==> config.mk <==
export PLATFORM = sky130hd
export DESIGN_NAME = iir_mac_sched_flat
export DESIGN_NICKNAME = d
export VERILOG_FILES = /design/src/rtl/iir_mac_sched_pkg.sv /design/src/rtl/iir_mac_sched_if.sv /design/src/rtl/iir_mac_sched_fs_sync_edge.sv /design/src/rtl/iir_mac_sched.sv /design/src/flat_wrapper.sv
export SDC_FILE = /design/constraint.sdc
export NUM_CORES = 1
export LEC_CHECK = 0
export CORE_MARGIN = 2
export CORE_UTILIZATION = 52
export CTS_CLUSTER_DIAMETER = 60
export DETAILED_ROUTE_END_ITERATION = 6
export GPL_ROUTABILITY_DRIVEN = 0
export PLACE_DENSITY = 0.83
export SLEW_MARGIN = 20
export SYNTH_ARGS = -nofsm -noshare
export SYNTH_HDL_FRONTEND = slang
export SYNTH_HIERARCHICAL = 1
export SYNTH_SLANG_ARGS = --single-unit
==> constraint.sdc <==
create_clock -name clk -period 2.4 [get_ports clk]
set_input_delay 0.36 -clock clk [delete_from_list [all_inputs] [get_ports clk]]
set_output_delay 0.36 -clock clk [all_outputs]
set_load 0.05 [all_outputs]
==> src/rtl/iir_mac_sched_pkg.sv <==
// Shared types and constants for the IIR MAC sequencer.
package iir_sched_pkg;

  typedef enum logic [2:0] {
    S_IDLE,
    S_DEN,
    S_SUMA,
    S_NUM,
    S_OUT,
    S_SHIFT
  } sched_state_t;

  localparam int DEN_TAPS   = 4;
  localparam int NUM_TAPS   = 5;
  localparam int CYC_PER_CH = 12;

  // Taps whose product is subtracted rather than added
  localparam logic [4:0] SUB_MASK = 5'b01010;

  function automatic logic tap_is_sub(input logic [2:0] tap);
    logic [7:0] mask_ext;
    mask_ext = {3'b000, SUB_MASK};
    return mask_ext[tap];
  endfunction

endpackage

==> src/rtl/iir_mac_sched_if.sv <==
// Control/config bundle between the sequencer (master) and the MAC datapath (slave).
interface iir_mac_sched_if #(
  parameter int CHW = 2,
  parameter int BW  = 2
);
  logic           f_s;
  logic           en;
  logic           cfg_bank_req;
  logic [BW-1:0]  cfg_bank_sel;
  logic           ovr_clr;
  logic [CHW-1:0] ch_sel;
  logic [2:0]     tap_sel;
  logic           num_sel;
  logic           mac_clr;
  logic           mac_en;
  logic           mac_sub;
  logic           suma_we;
  logic           dout_we;
  logic           sr_shift;
  logic [BW-1:0]  bank_act;
  logic           busy;
  logic           frame_done;
  logic           overrun;
  logic           ovr_flag;

  modport master (
    input  f_s, en, cfg_bank_req, cfg_bank_sel, ovr_clr,
    output ch_sel, tap_sel, num_sel, mac_clr, mac_en, mac_sub, suma_we,
           dout_we, sr_shift, bank_act, busy, frame_done, overrun, ovr_flag
  );

  modport slave (
    output f_s, en, cfg_bank_req, cfg_bank_sel, ovr_clr,
    input  ch_sel, tap_sel, num_sel, mac_clr, mac_en, mac_sub, suma_we,
           dout_we, sr_shift, bank_act, busy, frame_done, overrun, ovr_flag
  );
endinterface

==> src/rtl/iir_mac_sched_fs_sync_edge.sv <==
// Two-flop synchronizer for the sample strobe plus a registered rising-edge pulse.
module fs_sync_edge (
  input  logic clk,
  input  logic rst,
  input  logic async_in,
  output logic rise_out
);
  logic sync_ff1;
  logic sync_ff2;
  logic prev;

  // Synchronize, remember the previous level, and register the edge pulse
  always_ff @(posedge clk or negedge rst) begin
    if (!rst) begin
      sync_ff1 <= 1'b0;
      sync_ff2 <= 1'b0;
      prev     <= 1'b0;
      rise_out <= 1'b0;
    end else begin
      sync_ff1 <= async_in;
      sync_ff2 <= sync_ff1;
      prev     <= sync_ff2;
      rise_out <= sync_ff2 & ~prev;
    end
  end
endmodule

==> src/rtl/iir_mac_sched.sv <==
// Frame sequencer for a shared DF-II biquad-pair MAC: steps every channel through
// denominator taps, sum_a write, numerator taps, output write and delay-line shift.
// Bank changes are deferred to frame start; strobes arriving mid-frame are flagged.
module iir_mac_sched
  import iir_sched_pkg::*;
#(
  parameter int CH    = 4,
  parameter int CHW   = 2,
  parameter int BANKS = 4,
  parameter int BW    = 2
) (
  input logic            clk,
  input logic            rst,
  iir_mac_sched_if.master bus
);
  localparam logic [CHW-1:0] LAST_CH = CHW'(CH - 1);

  sched_state_t   state;
  logic           fs_rise;
  logic [CHW-1:0] ch;
  logic [2:0]     tap;
  logic           num_sel;
  logic           mac_clr;
  logic           mac_en;
  logic           mac_sub;
  logic           suma_we;
  logic           dout_we;
  logic           sr_shift;
  logic [BW-1:0]  bank_act;
  logic [BW-1:0]  bank_pend;
  logic           pend_valid;
  logic           busy;
  logic           frame_done;
  logic           overrun;
  logic           ovr_flag;
  logic           req_ok;

  fs_sync_edge u_fs_sync (
    .clk      (clk),
    .rst      (rst),
    .async_in (bus.f_s),
    .rise_out (fs_rise)
  );

  // Requests naming a bank that does not exist are dropped
  assign req_ok = bus.cfg_bank_req && (int'(bus.cfg_bank_sel) < BANKS);

  // Sequencer FSM with registered control strobes, bank staging and overrun tracking
  always_ff @(posedge clk or negedge rst) begin
    if (!rst) begin
      state      <= S_IDLE;
      ch         <= '0;
      tap        <= '0;
      num_sel    <= 1'b0;
      mac_clr    <= 1'b0;
      mac_en     <= 1'b0;
      mac_sub    <= 1'b0;
      suma_we    <= 1'b0;
      dout_we    <= 1'b0;
      sr_shift   <= 1'b0;
      bank_act   <= '0;
      bank_pend  <= '0;
      pend_valid <= 1'b0;
      busy       <= 1'b0;
      frame_done <= 1'b0;
      overrun    <= 1'b0;
      ovr_flag   <= 1'b0;
    end else begin
      mac_clr    <= 1'b0;
      mac_en     <= 1'b0;
      mac_sub    <= 1'b0;
      suma_we    <= 1'b0;
      dout_we    <= 1'b0;
      sr_shift   <= 1'b0;
      frame_done <= 1'b0;
      overrun    <= fs_rise && (state != S_IDLE);
      ovr_flag   <= (fs_rise && (state != S_IDLE)) || (ovr_flag && !bus.ovr_clr);

      case (state)
        S_IDLE: begin
          if (fs_rise && bus.en) begin
            state   <= S_DEN;
            ch      <= '0;
            tap     <= 3'd1;
            num_sel <= 1'b0;
            mac_en  <= 1'b1;
            mac_clr <= 1'b1;
            mac_sub <= tap_is_sub(3'd1);
            busy    <= 1'b1;
            if (pend_valid) bank_act <= bank_pend;
            pend_valid <= 1'b0;
          end
        end
        S_DEN: begin
          if (tap == 3'(DEN_TAPS)) begin
            state   <= S_SUMA;
            suma_we <= 1'b1;
          end else begin
            tap     <= tap + 3'd1;
            mac_en  <= 1'b1;
            mac_sub <= tap_is_sub(tap + 3'd1);
          end
        end
        S_SUMA: begin
          state   <= S_NUM;
          tap     <= 3'd0;
          num_sel <= 1'b1;
          mac_en  <= 1'b1;
          mac_clr <= 1'b1;
          mac_sub <= tap_is_sub(3'd0);
        end
        S_NUM: begin
          if (tap == 3'(NUM_TAPS - 1)) begin
            state   <= S_OUT;
            dout_we <= 1'b1;
          end else begin
            tap     <= tap + 3'd1;
            mac_en  <= 1'b1;
            mac_sub <= tap_is_sub(tap + 3'd1);
          end
        end
        S_OUT: begin
          state      <= S_SHIFT;
          sr_shift   <= 1'b1;
          frame_done <= (ch == LAST_CH);
        end
        S_SHIFT: begin
          if (ch == LAST_CH) begin
            state <= S_IDLE;
            busy  <= 1'b0;
          end else begin
            state   <= S_DEN;
            ch      <= ch + CHW'(1);
            tap     <= 3'd1;
            num_sel <= 1'b0;
            mac_en  <= 1'b1;
            mac_clr <= 1'b1;
            mac_sub <= tap_is_sub(3'd1);
          end
        end
        default: begin
          state <= S_IDLE;
          busy  <= 1'b0;
        end
      endcase

      // A request in the frame-start cycle is staged for the following frame
      if (req_ok) begin
        bank_pend  <= bus.cfg_bank_sel;
        pend_valid <= 1'b1;
      end
    end
  end

  assign bus.ch_sel     = ch;
  assign bus.tap_sel    = tap;
  assign bus.num_sel    = num_sel;
  assign bus.mac_clr    = mac_clr;
  assign bus.mac_en     = mac_en;
  assign bus.mac_sub    = mac_sub;
  assign bus.suma_we    = suma_we;
  assign bus.dout_we    = dout_we;
  assign bus.sr_shift   = sr_shift;
  assign bus.bank_act   = bank_act;
  assign bus.busy       = busy;
  assign bus.frame_done = frame_done;
  assign bus.overrun    = overrun;
  assign bus.ovr_flag   = ovr_flag;
endmodule

==> src/flat_wrapper.sv <==
// flat-port wrapper written by rule: the top's interface ports become plain ports
module iir_mac_sched_flat import iir_sched_pkg::*;
#(
  parameter int CH    = 4,
  parameter int CHW   = 2,
  parameter int BANKS = 4,
  parameter int BW    = 2
)
  (clk, rst, bus_f_s, bus_en, bus_cfg_bank_req, bus_cfg_bank_sel, bus_ovr_clr, bus_ch_sel, bus_tap_sel, bus_num_sel, bus_mac_clr, bus_mac_en, bus_mac_sub, bus_suma_we, bus_dout_we, bus_sr_shift, bus_bank_act, bus_busy, bus_frame_done, bus_overrun, bus_ovr_flag);
  iir_mac_sched_if #(.CHW(CHW), .BW(BW)) bus_i ();
  input logic clk;
  input logic rst;
  input wire logic [$bits(bus_i.f_s)-1:0] bus_f_s;
  input wire logic [$bits(bus_i.en)-1:0] bus_en;
  input wire logic [$bits(bus_i.cfg_bank_req)-1:0] bus_cfg_bank_req;
  input wire logic [$bits(bus_i.cfg_bank_sel)-1:0] bus_cfg_bank_sel;
  input wire logic [$bits(bus_i.ovr_clr)-1:0] bus_ovr_clr;
  output wire logic [$bits(bus_i.ch_sel)-1:0] bus_ch_sel;
  output wire logic [$bits(bus_i.tap_sel)-1:0] bus_tap_sel;
  output wire logic [$bits(bus_i.num_sel)-1:0] bus_num_sel;
  output wire logic [$bits(bus_i.mac_clr)-1:0] bus_mac_clr;
  output wire logic [$bits(bus_i.mac_en)-1:0] bus_mac_en;
  output wire logic [$bits(bus_i.mac_sub)-1:0] bus_mac_sub;
  output wire logic [$bits(bus_i.suma_we)-1:0] bus_suma_we;
  output wire logic [$bits(bus_i.dout_we)-1:0] bus_dout_we;
  output wire logic [$bits(bus_i.sr_shift)-1:0] bus_sr_shift;
  output wire logic [$bits(bus_i.bank_act)-1:0] bus_bank_act;
  output wire logic [$bits(bus_i.busy)-1:0] bus_busy;
  output wire logic [$bits(bus_i.frame_done)-1:0] bus_frame_done;
  output wire logic [$bits(bus_i.overrun)-1:0] bus_overrun;
  output wire logic [$bits(bus_i.ovr_flag)-1:0] bus_ovr_flag;
  assign bus_i.f_s = bus_f_s;
  assign bus_i.en = bus_en;
  assign bus_i.cfg_bank_req = bus_cfg_bank_req;
  assign bus_i.cfg_bank_sel = bus_cfg_bank_sel;
  assign bus_i.ovr_clr = bus_ovr_clr;
  assign bus_ch_sel = bus_i.ch_sel;
  assign bus_tap_sel = bus_i.tap_sel;
  assign bus_num_sel = bus_i.num_sel;
  assign bus_mac_clr = bus_i.mac_clr;
  assign bus_mac_en = bus_i.mac_en;
  assign bus_mac_sub = bus_i.mac_sub;
  assign bus_suma_we = bus_i.suma_we;
  assign bus_dout_we = bus_i.dout_we;
  assign bus_sr_shift = bus_i.sr_shift;
  assign bus_bank_act = bus_i.bank_act;
  assign bus_busy = bus_i.busy;
  assign bus_frame_done = bus_i.frame_done;
  assign bus_overrun = bus_i.overrun;
  assign bus_ovr_flag = bus_i.ovr_flag;
  iir_mac_sched #(.CH(CH), .CHW(CHW), .BANKS(BANKS), .BW(BW)) u_core (.clk(clk), .rst(rst), .bus(bus_i));
endmodule
# After elaboration in Yosys (flattened, before gate mapping)

Memories as Yosys holds them, arrays and structs flattened.
Index checks and enable logic that the tools add are counted.

ROM bits: 8
Register bits: 28
Memories: 1
Logic and storage cells: 94
Input port bits: 8
Output and inout port bits: 18

Equal/unequal tests: 13
Reduce and logical (&&, ||, !) cells: 21
$lt $le $gt $ge: 1
Multiplexer cells: 32
Add/subtract/negate cells: 2
Bitwise logic cells: 3

Memories:

| memory          | depth | width | read ports | clocked after memory_dff | wr ports | line                    | source |
|---|---|---|---|---|---|---|---|
| (no name shown) | 8     | 1     | 1          | 0                        | 0        | iir_mac_sched_pkg.sv:23 | `return mask_ext[tap];` |

Operators with widths:

| kind                                                        | count |
|---|---|
| case mux 3 bit (6 select lines)                             | 1 |
| 2-to-1 mux 1 bit                                            | 17 |
| 2-to-1 mux 3 bit                                            | 5 |
| AND reduction 3 bit                                         | 5 |
| case mux 1 bit (3 select lines)                             | 4 |
| case mux 3 bit (4 select lines)                             | 1 |
| equality test 3 bit (second input constant)                 | 3 |
| != test 2 x 1 -> 1 bit (second input constant)              | 4 |
| equality test 3 x 2 -> 1 bit (second input constant)        | 2 |
| nonzero test 2 bit                                          | 3 |
| nonzero test 3 bit                                          | 2 |
| less-than comparator 3 x 4 -> 1 bit (second input constant) | 1 |
| 2-to-1 mux 2 bit                                            | 2 |
| != test 2 bit (second input constant)                       | 2 |
| case mux 1 bit (4 select lines)                             | 1 |
| case mux 2 bit (2 select lines)                             | 1 |
| AND reduction 4 bit                                         | 1 |
| nonzero test 4 bit                                          | 1 |
| OR reduction 4 bit                                          | 1 |
| adder 3 x 1 -> 3 bit (second input constant)                | 1 |
| equality test 3 x 1 -> 1 bit (second input constant)        | 1 |
| logical AND 1 bit                                           | 3 |
| logical NOT 3 bit                                           | 1 |
| adder 2 x 1 -> 2 bit (second input constant)                | 1 |
| 7 further kinds                                             | 8 |

# Depth between registers and ports, before layout

Gate-level depths: netlist of run 1.

Depth in word-level cells: 5
Gate-level depth with buffers: 5
Mapped depth without buffers: 5

# Modules after synthesis

Netlist of run 1, hierarchy kept.

Modules (own cells, without submodules):

| module        | instances | cells an instance | area an instance (µm²) | sequential area each (µm²) |
|---|---|---|---|---|
| iir_mac_sched | 1         | 90                | 1,074.8                | 600.6 |
| fs_sync_edge  | 1         | 5                 | 113.9                  | 100.1 |

# Least setup slack after synthesis of run 1

OpenSTA, ideal clock, no wires.

Path type: register -> register
Start: reg u_core.ch[1] (netlist: u_core/bus.ch_sel[1])
End: reg u_core.tap[0] (netlist: u_core/bus.tap_sel[0])
Data arrival time: 1,621 ps
Slack: 653 ps
Stages on the path, launching flop included: 5
Setup time: 126 ps
Clock period less this slack: 1,747 ps
Data required time: 2,274 ps
Path through: dfrtp_1 ha_1 and4bb_4 a21o_1 o32a_1

Cells in the longest elaborated chain, start to end: 3

RTL lines:

| item                                 | line                 | source |
|---|---|---|
| start: declaration                   | iir_mac_sched.sv:20  | `logic [CHW-1:0] ch;` |
| start signal: assignment             | iir_mac_sched.sv:133 | `ch <= ch + CHW'(1);` |
| equality test 2 bit                  | iir_mac_sched.sv:128 | `if (ch == LAST_CH) begin` |
| != test 2 bit (no source line)       | n/a                  |  |
| AND reduction 4 bit (no source line) | n/a                  |  |
| end signal: assignment               | iir_mac_sched.sv:99  | `tap <= tap + 3'd1;` |
| end signal: assignment               | iir_mac_sched.sv:117 | `tap <= tap + 3'd1;` |
| end: declaration                     | iir_mac_sched.sv:21  | `logic [2:0] tap;` |

Every way passes these cells.
A chain may end at the register's enable or synchronous reset.

# Final worst setup path of run 1

Start: reg u_core.tap[2] (netlist: u_core/bus.tap_sel[2])
End: out bus_tap_sel[2]

RTL lines:

| item             | line               | source |
|---|---|---|
| end: declaration | flat_wrapper.sv:19 | `output wire logic [$bits(bus_i.tap_sel)-1:0] bus_tap_sel;` |

No word-level cell between the ends.

==> impl_metrics.toml, run 1 <==
[placed_design]
placed_cell_area_mm2 = 0.001458
hpwl_um = 1499
port_buffers = 25

[global_route]
grt_max_degree = 29
antenna_found_initial = 0
track_usage = 0.1764
grt_pass1_wl_um = 3477
grt_pass1_vias = 817
grt_overflow = 0

[timing]
hold_viol = 0
grt_setup_unrepaired = "false"
fin_skew_ns = 0.007070
timing.final.crit_period_ns = 2.014
post-route-period-util = 0.8392
slew_headroom = 0.6641
max_freq_mhz = 496.5
hold_slack_ns = 0.3699
maxSlewViolCount = 0
tightest_slew_ns = 0.5022
tns_ns = 0
setup-violations-final = 0

[cts]
cts_buffers = 3
h-tree-depth = 1
hold_buffers = 0
clock_latency_ns = 0.32
clockBufferDepth = 2
clk_pin_slew_worst_paths_ns = 0.14
post_cts_resize_count = 0
cts.root.buffer_cell = "clkbuf_4"
cts.sinks = 28
post-cts-setup-buffers = 0
cts_tree = "built"

[power]
vdd_ir_drop_max_mv = 0.3371
switching_share = 0.2068
p_clk_frac = 0.292
p_per_area_mw_per_mm2 = 502.6
seq_power_share = 0.647
p_int_uw = 595.5
leakage_uw = 0.0006832
combPwrFrac = 0.061
switchingPower_uw = 155.3

[setup_path]
r2r_cells = 3
crit_cells = 1
cp_data_arrival_time_ns = 1.65
timing.rr.end = "u_core/bus.bank_act[0]"
regToRegStartpoint = "u_core/state[2]"
crit_slowest_cell = "clkdlybuf4s50_1"
cp_max_fo = 9
rrSetupSlack_ns = 0.74
cpPeakStageDelay_ns = 0.85
crit_required_ns = 2.04
crit_buf_inv = 1
path_class = "reg2out"
start_kind = "register"
crit_family = "buffers and inverters"
crit_chain = "clkdlybuf4s50_1"
worstSetupEndpointType = "output pin"

[detailed_routing]
drt-pass1-iter-count = 4
num_vias = 811
drc_errors = 0
post_drt_wl_per_cell_um = 13.89
vias_per_cell = 5.407
wl_um = 2084
antenna_left = 0
initialDrtViolationCount = 15

[yosys]
synth.distinct_cells = 35
synth_top_area_share = 0.5895
synth_most_common_cell = "dfrtp_1"
synth_edf_count = 0
netlist_area_mm2 = 0.001189
synth_area_leaders = "dfrtp_1 59%, mux2_2 4.7%, ha_1 3.2%"
syn_nets = 106
synth_largest_area_cell = "dfrtp_1"
synthArstFlopShare = 1.000
ys_ff_latch = 28
ys_warn_count = 6
synthCells = 95
seq_area_frac_synth = 0.5895
synth.avg_cell_area_um2 = 12.51
synth_commonest_cells = "28 x dfrtp_1, 5 x mux2_2, 5 x o21ai_0"
synthFlopType = "dfrtp_1"

[die]
start_util = 0.5425
coreArea_mm2 = 0.002191
die_y_um = 51.81
ios = 26
die_w_um = 51.81
dieArea_mm2 = 0.002684
num_rows = 17

[worst_hold_path]
hold_path_class = "reg2reg"
whs_endpoint = "u_core/u_fs_sync/sync_ff2"
min_from = "u_core/u_fs_sync/sync_ff1"
hold_depth = 0

[run_status]
outcome = "finished, final reports clean"

[finish]
num_antenna_cells = 0
layout-drive-gt1-share = 0.1803
fin_nets = 134
syn_to_final_growth_pct = 25.68
final_util = 0.6819
postLayoutCellArea_mm2 = 0.001494

[flow_run]
cap_violations = 0
## per-layer routing
layer / wire (µm) / vias to the layer above / global-route usage
met5: 0 / - / 0
met4: 53 / 0 / 0.09211
met3: 113 / 6 / 0.02874
met2: 1027 / 27 / 0.2970
met1: 889 / 391 / 0.2181
li1: - / 387 / -
## cells by family after synthesis
family | synth area share
XOR/XNOR | 0.007370
multiplexers | 0.04737
AO/OA/AOI/OAI | 0.1210
AND/OR/NAND/NOR | 0.1705
flip-flops | 0.5895
buffers and inverters | 0.03263
adder cells (fa/ha/maj) | 0.03158
## layout by cell type (no fill, tap or decap), drive strengths merged, types with 4 or more instances in the layout
master and n:
clkbuf 4, a21o 4, nand2 4, mux2 5, clkdlybuf4s50 25, o21ai 6, nor2b 5, nor2 4
dfrtp 28, inv 4
## final cells by class
| class | count | area, µm² |
|---|---|---|
| repair buffers | 26 | 257.7 |
| multi-input cells | 60 | 449.2 |
| fillers | 186 | 696.9 |
| clock buffers | 4 | 36.28 |
| inverters | 4 | 15.01 |
| well taps | 28 | 35.03 |
| flip-flops and latches | 28 | 700.7 |
## registers in the layout, indices dropped and copies added, names as in the netlist, 2 cells and up
register             flops
u_core/bus.bank_act      2
u_core/state             3
u_core/bus.ch_sel        2
u_core/bus.tap_sel       3
u_core/bank_pend         2
## worst max-delay path by stage
stage / slack [ns] / end / from
floorplan: 0.65 / u_core/bus.tap_sel[0] / u_core/bus.ch_sel[1]
global placement: 0.67 / u_core/bus.tap_sel[0] / bus_en
detailed placement: 0.61 / u_core/bus.tap_sel[0] / bus_en
CTS: 0.37 / bus_tap_sel[2] / u_core/bus.tap_sel[2]
global route: 0.29 / bus_tap_sel[2] / u_core/bus.tap_sel[2]
finish: 0.39 / bus_tap_sel[2] / u_core/bus.tap_sel[2]
## stage by stage
stage	std cells	worst slack, ns	total power (µW)
after global placement	146	0.6669	539.9
final	150	0.3860	750.8
after detailed placement	146	0.6071	541.9
after CTS	150	0.3695	764.4
after floorplan	95	0.6531	511.4
after global routing	150	0.2904	785.5
## power by group through the flow
stage | clock network, µW | logic (µW) | registers, µW
6_report | 219 | 45.7 | 486
5_1_grt | 249 | 49.0 | 487
4_1_cts | 231 | 46.8 | 486
3_5_place_dp | 0 | 46.8 | 495
3_3_place_gp | 0 | 45.3 | 495
2_1_floorplan | 0 | 8.86 | 503
Power figures use the tool's default switching activity.
==> inputs of run 2 (changes only) <==
--- a/config.mk
+++ b/config.mk
@@ -6,11 +6,11 @@
 export NUM_CORES = 1
 export LEC_CHECK = 0
 export CORE_MARGIN = 2
-export CORE_UTILIZATION = 52
+export CORE_UTILIZATION = 49
 export CTS_CLUSTER_DIAMETER = 60
 export DETAILED_ROUTE_END_ITERATION = 6
 export GPL_ROUTABILITY_DRIVEN = 0
-export PLACE_DENSITY = 0.83
+export PLACE_DENSITY = 0.79
 export SLEW_MARGIN = 20
 export SYNTH_ARGS = -nofsm -noshare
 export SYNTH_HDL_FRONTEND = slang
==> constraint.sdc (replaced) <==
create_clock -name clk -period 2 [get_ports clk]
set_input_delay 0.3 -clock clk [delete_from_list [all_inputs] [get_ports clk]]
set_output_delay 0.3 -clock clk [all_outputs]
set_load 0.05 [all_outputs]
==> run 2 against run 1 <==
First-iteration DRC count decreased by 53%. Critical path depth unchanged. Sequential power grew 20%. Cell area grew 1.3%.
==> impl_metrics.toml, run 2 (synthesis results as in run 1) <==
[placed_design]
hpwl_um = 1502
port_buffers = 25

[finish]
final_util = 0.6709
num-fill-cells = 179
layout-drive-gt1-share = 0.1803
most-common-layout-cells = "28 x dfrtp_1, 24 x clkdlybuf4s50_1, 5 x mux2_2, 5 x o21ai_0"
final_common_cell = "dfrtp_1"
syn_to_final_growth_pct = 27.26
fin_nets = 134
num_antenna_cells = 0

[cts]
clk_pin_slew_worst_paths_ns = 0.14
hold_buffers = 0
clock_latency_ns = 0.32
cts.root.buffer_cell = "clkbuf_4"
cts_tree = "built"
h-tree-depth = 1
cts.sinks = 28
cts_buffers = 3
clockBufferDepth = 2
post-cts-setup-buffers = 0

[global_route]
antenna_found_initial = 0
grt_max_degree = 29
grt_overflow = 0
grt_pass1_vias = 731
track_usage = 0.1645
grt_pass1_wl_um = 3270

[timing]
max_freq_mhz = 517.6
grt_setup_unrepaired = "false"
slew_headroom = 0.6613
setup-violations-final = 0
hold_viol = 0
post-route-period-util = 0.9660
maxSlewViolCount = 0
tns_ns = 0
hold_slack_ns = 0.3278
timing.final.crit_period_ns = 1.932
tightest_slew_ns = 0.5065
fin_skew_ns = 0.008744

[setup_path]
cp_data_arrival_time_ns = 1.63
worstSetupEndpointType = "output pin"
crit_buf_inv = 1
crit_chain = "clkdlybuf4s50_1"
path_class = "reg2out"
crit_family = "buffers and inverters"
cp_max_fo = 6
start_kind = "register"
crit_slowest_cell = "clkdlybuf4s50_1"
cpPeakStageDelay_ns = 0.84
crit_required_ns = 1.70

[detailed_routing]
num_vias = 804
initialDrtViolationCount = 7
post_drt_wl_per_cell_um = 13.69
drt-pass1-iter-count = 4
vias_per_cell = 5.360
drc_errors = 0
wl_um = 2053
antenna_left = 0

[die]
ios = 26
dieArea_mm2 = 0.002836
die_w_um = 53.25
start_util = 0.5272
num_rows = 17
die_y_um = 53.25
coreArea_mm2 = 0.002255

[power]
vdd_ir_drop_max_mv = 0.4176
leakage_uw = 0.0006896
p_per_area_mw_per_mm2 = 658.6

[worst_hold_path]
hold_path_class = "in2async"

[run_status]
outcome = "finished, final reports clean"

[flow_run]
cap_violations = 0
## run 2: changes by cell type in the layout (fill, tap and decap cells not counted), sizes merged
cell,before,now
clkdlybuf4s50,25,24
bufinv,0,1
dlymetal6s2s,0,1
clkbuf,4,3
## run 2: worst paths after layout
| check | startpoint | to | slack (ns) | cells past startpoint |
|---|---|---|---|---|
| hold reg to reg | u_core/u_fs_sync/sync_ff1 | u_core/u_fs_sync/sync_ff2 | 0.38 | 0 |
| setup reg to reg | u_core/state[2] | u_core/bus.bank_act[1] | 0.34 | 3 |
| max in group asynchronous | rst | u_core/bus.bank_act[0] | 1.41 | 2 |
| min in group clk | u_core/u_fs_sync/sync_ff1 | u_core/u_fs_sync/sync_ff2 | 0.38 | 0 |
| hold / removal | rst | u_core/u_fs_sync/sync_ff2 | 0.33 | 2 |
| setup / recovery | u_core/bus.tap_sel[0] | bus_tap_sel[0] | 0.07 | 1 |
## run 2: timing repair
| item | CTS | global route |
|---|---|---|
| gates resized for setup | 0 | 1 |
| endpoints found under the setup margin | 0 | 1 |
| hold endpoints to repair | 0 | 0 |
## run 2: layout make-up
type / instances / area (µm²) / share of cell area
Tap cell: 28 / 35.03 / 0.02316
Clock inverter: 1 / 30.03 / 0.01985
Sequential cell: 28 / 700.7 / 0.4632
Multi-Input combinational cell: 60 / 449.2 / 0.2969
Inverter: 4 / 15.01 / 0.009926
Clock buffer: 3 / 22.52 / 0.01489
Timing Repair Buffer: 26 / 260.3 / 0.1720
## run 2: per-layer routing
metal	track usage	vias to the layer above	wire length, µm	part of all wire
met3	0.02542	2	133	0.065
met2	0.2654	27	934	0.45
met1	0.2216	385	971	0.47
li1	-	390	-	-
met4	0.06410	0	12	0.0058
met5	0	-	0	0
## run 2: where the power goes
part,internal [µW],leakage [µW],switching [µW],total [µW]
Combinational,26.4,0.000325,29.0,55.4
Sequential,577,0.000336,6.59,584
Clock,203,0.0000279,155,357
Total,806,0.000690,190,996
## run 2: per-stage QoR
step           setup slack (ns)  power (µW)  instance area [µm²]  instances
6_report                0.06803       996.2                 1513        150
4_1_cts                 0.01190        1005                 1510        150
3_3_place_gp             0.3243       648.3                 1458        146
2_1_floorplan            0.2531       613.7                 1189         95
3_5_place_dp             0.2920       651.3                 1458        146
5_1_grt                 0.01091        1036                 1513        150
## run 2: worst reg2reg max path, cell delays in order, from the launching register on
cell and delay [ns]:
dfrtp_1 0.55, nor3_1 0.39, and4_1 0.28, mux2_2 0.34
